**config.mk**
```make
export PLATFORM = sky130hd
export DESIGN_NAME = wb_queue
export DESIGN_NICKNAME = d
export VERILOG_FILES = /design/src/rtl/wb_queue.sv
export SDC_FILE = /design/constraint.sdc
export NUM_CORES = 1
export LEC_CHECK = 0
export CORE_ASPECT_RATIO = 2
export CORE_UTILIZATION = 31
export DETAILED_ROUTE_END_ITERATION = 7
export GPL_ROUTABILITY_DRIVEN = 0
export SLEW_MARGIN = 40
export SYNTH_ARGS = -nofsm -noshare
export SYNTH_HDL_FRONTEND = slang
export SYNTH_SLANG_ARGS = --single-unit
```
**constraint.sdc**
```tcl
create_clock -name clk -period 3.36 [get_ports clk]
set_input_delay 0.672 -clock clk [delete_from_list [all_inputs] [get_ports clk]]
set_output_delay 0.672 -clock clk [all_outputs]
set_load 0.1 [all_outputs]
```
**src/rtl/wb_queue.sv**
```systemverilog
// wb_queue: register-file write-back queue.
// Circular FIFO of (register index, data) pairs drained into the register
// file whenever its write port is free. Writes to register 0 are accepted
// but dropped. Optional read bypass over pending entries is enabled with
// the WB_BYPASS_EN macro.
module wb_queue #(
  parameter int DEPTH  = 4,
  parameter int DATA_W = 16
) (
  input  logic                   clk,
  input  logic                   rst,
  input  logic                   in_valid,
  output logic                   in_ready,
  input  logic [3:0]             in_reg,
  input  logic [DATA_W-1:0]      in_data,
  input  logic                   flush,
  input  logic                   rf_stall,
  output logic                   rf_write_en,
  output logic [3:0]             rf_write_reg,
  output logic [DATA_W-1:0]      rf_write_data,
  input  logic [3:0]             rd_reg1,
  input  logic [3:0]             rd_reg2,
  output logic                   byp_hit1,
  output logic                   byp_hit2,
  output logic [DATA_W-1:0]      byp_data1,
  output logic [DATA_W-1:0]      byp_data2,
  output logic [$clog2(DEPTH):0] count
);

  localparam int PW = $clog2(DEPTH);
  localparam int CW = PW + 1;

  logic [PW-1:0]     head_r;
  logic [PW-1:0]     tail_r;
  logic [CW-1:0]     count_r;
  logic [CW-1:0]     count_n;
  logic [3:0]        reg_mem  [DEPTH];
  logic [DATA_W-1:0] data_mem [DEPTH];
  logic [DEPTH-1:0]  valid_r;

  logic push_s;
  logic enq_s;
  logic pop_s;

  assign count    = count_r;
  assign in_ready = (count_r != CW'(DEPTH));
  // A register-0 push is handshaken but never stored.
  assign push_s   = in_valid && in_ready && !flush;
  assign enq_s    = push_s && (in_reg != 4'd0);
  // The register file captures on the same edge that the head is popped.
  assign rf_write_en   = (count_r != {CW{1'b0}}) && !rf_stall && !flush;
  assign pop_s         = rf_write_en;
  assign rf_write_reg  = rf_write_en ? reg_mem[head_r]  : 4'd0;
  assign rf_write_data = rf_write_en ? data_mem[head_r] : {DATA_W{1'b0}};

  // Next occupancy from enqueue/pop; simultaneous push and pop cancel.
  always_comb begin
    count_n = count_r;
    case ({enq_s, pop_s})
      2'b10:   count_n = count_r + CW'(1);
      2'b01:   count_n = count_r - CW'(1);
      default: count_n = count_r;
    endcase
  end

  // Queue storage, pointers and occupancy; flush discards everything.
  always_ff @(posedge clk or negedge rst) begin
    if (!rst) begin
      head_r  <= {PW{1'b0}};
      tail_r  <= {PW{1'b0}};
      count_r <= {CW{1'b0}};
      valid_r <= {DEPTH{1'b0}};
      for (int i = 0; i < DEPTH; i++) begin
        reg_mem[i]  <= 4'd0;
        data_mem[i] <= {DATA_W{1'b0}};
      end
    end else if (flush) begin
      head_r  <= {PW{1'b0}};
      tail_r  <= {PW{1'b0}};
      count_r <= {CW{1'b0}};
      valid_r <= {DEPTH{1'b0}};
    end else begin
      if (enq_s) begin
        reg_mem[tail_r]  <= in_reg;
        data_mem[tail_r] <= in_data;
        valid_r[tail_r]  <= 1'b1;
        tail_r           <= tail_r + PW'(1);
      end
      if (pop_s) begin
        valid_r[head_r] <= 1'b0;
        head_r          <= head_r + PW'(1);
      end
      count_r <= count_n;
    end
  end

`ifdef WB_BYPASS_EN
  logic [PW-1:0] idx1_s;
  logic [PW-1:0] idx2_s;

  // Scan oldest to youngest so the last match found is the youngest entry.
  always_comb begin
    byp_hit1  = 1'b0;
    byp_hit2  = 1'b0;
    byp_data1 = {DATA_W{1'b0}};
    byp_data2 = {DATA_W{1'b0}};
    idx1_s    = head_r;
    idx2_s    = head_r;
    for (int i = 0; i < DEPTH; i++) begin
      idx1_s = head_r + PW'(i);
      idx2_s = head_r + PW'(i);
      if (valid_r[idx1_s] && (rd_reg1 != 4'd0) && (reg_mem[idx1_s] == rd_reg1)) begin
        byp_hit1  = 1'b1;
        byp_data1 = data_mem[idx1_s];
      end else begin
        byp_hit1  = byp_hit1;
      end
      if (valid_r[idx2_s] && (rd_reg2 != 4'd0) && (reg_mem[idx2_s] == rd_reg2)) begin
        byp_hit2  = 1'b1;
        byp_data2 = data_mem[idx2_s];
      end else begin
        byp_hit2  = byp_hit2;
      end
    end
  end
`else
  logic unused_byp;

  assign byp_hit1   = 1'b0;
  assign byp_hit2   = 1'b0;
  assign byp_data1  = {DATA_W{1'b0}};
  assign byp_data2  = {DATA_W{1'b0}};
  // Read ports and valid bits have no consumer without bypass.
  assign unused_byp = ^{rd_reg1, rd_reg2, valid_r};
`endif

endmodule

```
==> qor.csv <==
metric,value,unit
outcome,completed,
Max Slew Vio Count,0,
routed vias,2534,
Iter 0 DRT Violations,100,
actual slew at the worst max-slew pin,0.6968,ns
crit end category,primary output,
slew margin rel.,53.55,%
Post-Synth Simple-Gate Area,6.686,%
Synth cell types,37,
Num Clock Sinks,87,
Synth async-reset ratio,100.0,%
number of enable flip-flop cells after synthesis,0,
initial antenna violation count,0,
H-tree depth,3,
Leak,0.002828,uW
chip height,177.8,um
post-cts gate resize count,0,
GRT Total Usage,12.77,%
drt via density,4.446,
# rows,64,
clk_lat worst skew,0.34,ns
routed len/inst,16.83,um
final std cells w/o fill,570,
Critical Path AT,2.28,ns
port bufs,49,
"Hold Vio Cnt, Final",0,
# setup viols final,0,
largest net degree at the start of global routing,88,
adder-cell area share of the yosys netlist,1.463,%
Synth Register Bits,87,
CTS tree,done,
hold_buf cts,0,
starting density of the core,31.49,%
Final HPWL DP,6305,um
global-route wire length before repair,15840,um
largest family of logic cells by synthesized area,multiplexers,
CTS Root Cell,clkbuf_16,
Worst EP required,2.69,ns
DR pass1 iterations,4,
Synth Area in XOR/XNOR,0.3656,%
Final ANT Viol Nets,0,
post-synthesis sequential area ratio,45.44,%
Max Freq,338.5,MHz
kind of critical path,in2out,
Clock Pin Slew Worst Setup and Hold Paths,0.06,ns
Synth Flop Type,dfrtp_1,
VDD IR max,0.2822,mV
fin crit share,87.93,%
post-placement cell count,554,
fin crit period,2.954,ns
Syn. warnings,0,
Fillers,1441,
Worst Setup EP,rf_write_reg[1],
die area,15990,um2
Mapped Cells,316,
average size of a mapped cell,15.16,um2
synthesized cell area,4791,um2
IO Pins,92,
clock buffer depth,2,
CP Max Fanout,16,
total of max-cap violations,0,
Setup Skew,0.006316,ns
DRC viols,0,
CP Launch Point,flush,
Synth Area in Compound Gates,2.298,%
r2r startpoint,count[1]$_DFFE_PN0P_,
Reg2Reg Depth,9,
Sum Neg Setup Slack,0,ns
grt total ovfl,0,
power per cell area,686.8,nW/um2
vias in the first global route,2800,
startpoint types,input port,
HP Class,in2async,
ratio of cells with drive above 1 in the final layout,50.27,%
cts bufs inserted,9,
Layout area overhead,24.63,%
# nets final,405,
post-synthesis mux area share,34.92,%
die span in x,89.91,um
final wirelength,9595,um
antenna diode count,0,
Worst R2R Setup Slack,1.00,ns
Post CTS Setup Buffer Count,0,
Core ar.,15210,um2
RSZ-0062 raised after global routing,no,
worst r2r dst,count[2]$_DFFE_PN0P_,
==> cells by family (layout without fill, tap and decap cells) <==
kind of cell | count (synthesis) | in the layout
muxes | 102 | 102
AOI/OAI and AO/OA | 14 | 14
buffers and inverters | 57 | 80
and+or+nand+nor | 48 | 48
adders and majority gates | 5 | 5
DFF | 87 | 87
xor gates and xnor gates | 2 | 2
other | 1 | 34
==> cells in the mapped netlist (4+ instances only) <==
| cell | count | area (um2) |
|---|---|---|
| mux4_2 | 20 | 450.4 |
| buf_4 | 34 | 255.2 |
| inv_1 | 5 | 18.77 |
| nand2_4 | 4 | 45.04 |
| nor4_1 | 4 | 25.02 |
| dfrtp_1 | 87 | 2177 |
| buf_6 | 10 | 112.6 |
| mux2_4 | 80 | 1201 |
| ha_1 | 4 | 50.05 |
| nor2_1 | 6 | 22.52 |
| nor2b_1 | 20 | 125.1 |
| clkbuf_1 | 6 | 22.52 |
==> worst min-delay path by stage <==
| stage | endpoint | slack, ns | cells past startpoint |
|---|---|---|---|
| 6_report | data_mem[35]$_DFFE_PN0P_ | 0.37 | 1 |
| 5_1_grt | data_mem[35]$_DFFE_PN0P_ | 0.45 | 1 |
| 3_3_place_gp | data_mem[18]$_DFFE_PN0P_ | 0.49 | 1 |
| 2_1_floorplan | count[0]$_DFFE_PN0P_ | 0.38 | 0 |
| 3_5_place_dp | data_mem[20]$_DFFE_PN0P_ | 0.49 | 1 |
| 4_1_cts | data_mem[35]$_DFFE_PN0P_ | 0.43 | 1 |
==> metal layers <==
layer	share of wire, %	global-route usage (%)	wire (um)	vias to the layer above
li1	-	-	-	1151
met1	43	15.92	4168	1311
met2	53	22.47	5043	65
met3	2.5	1.885	242	7
met4	1.5	4.435	140	0
met5	0	0	0	-
==> cell type report <==
class	count	area (um2)	share of cell area, %
inverters	5	18.77	0.3143
clock inverters	6	61.31	1.027
well taps	198	247.7	4.149
multi-input cells	205	2464	41.26
flip-flops and latches	87	2181	36.53
clock buffers	10	229.0	3.835
repair buffers	59	769.5	12.89
==> stage by stage <==
step	worst slack (ns)	power (uW)	hold slack (ns)	util [%]	area, um2
final	0.4055	4101	0.3745	39.24	5971
after CTS	0.3554	4147	0.4321	39.23	5968
after global routing	0.3246	4301	0.4478	39.24	5971
after global placement	0.3601	3094	0.4871	37.29	5674
after floorplan	0.02907	2849	0.3764	-	5065
after detailed placement	0.3542	3137	0.4894	37.32	5678
==> where the power goes <==
group          internal, uW  leakage, uW  switching (uW)
combinational           851      0.00160             633
clock                   574     0.000142             409
sequential             1420      0.00108             216
==> flip-flops by register name (all words and copies together) (netlist names) <==
signal,cells
count,3
data_mem,64
reg_mem,16
head_r,2
tail_r,2
==> worst max-delay path, cell delays in order <==
cell	delay, ns
clkdlybuf4s50_1	0.44
or3_2	0.47
buf_4	0.29
nor2b_4	0.21
buf_12	0.19
==> cell usage in the layout, fill, tap and decap left out, drive strengths merged, types with 2 or more instances in the layout <==
master          n
o21ai           2
ha              4
mux4           20
a211oi          2
or3             2
dfrtp          87
nor2b          20
clkdlybuf4s50  23
nor3            3
nor2            6
nor4            5
xnor2           2
nand2           7
clkbuf         11
inv             5
a31oi           2
a21oi           2
buf            35
nand2b          3
mux2           81
conb           34
clkinv          4
(Power assumes the default switching activity.)
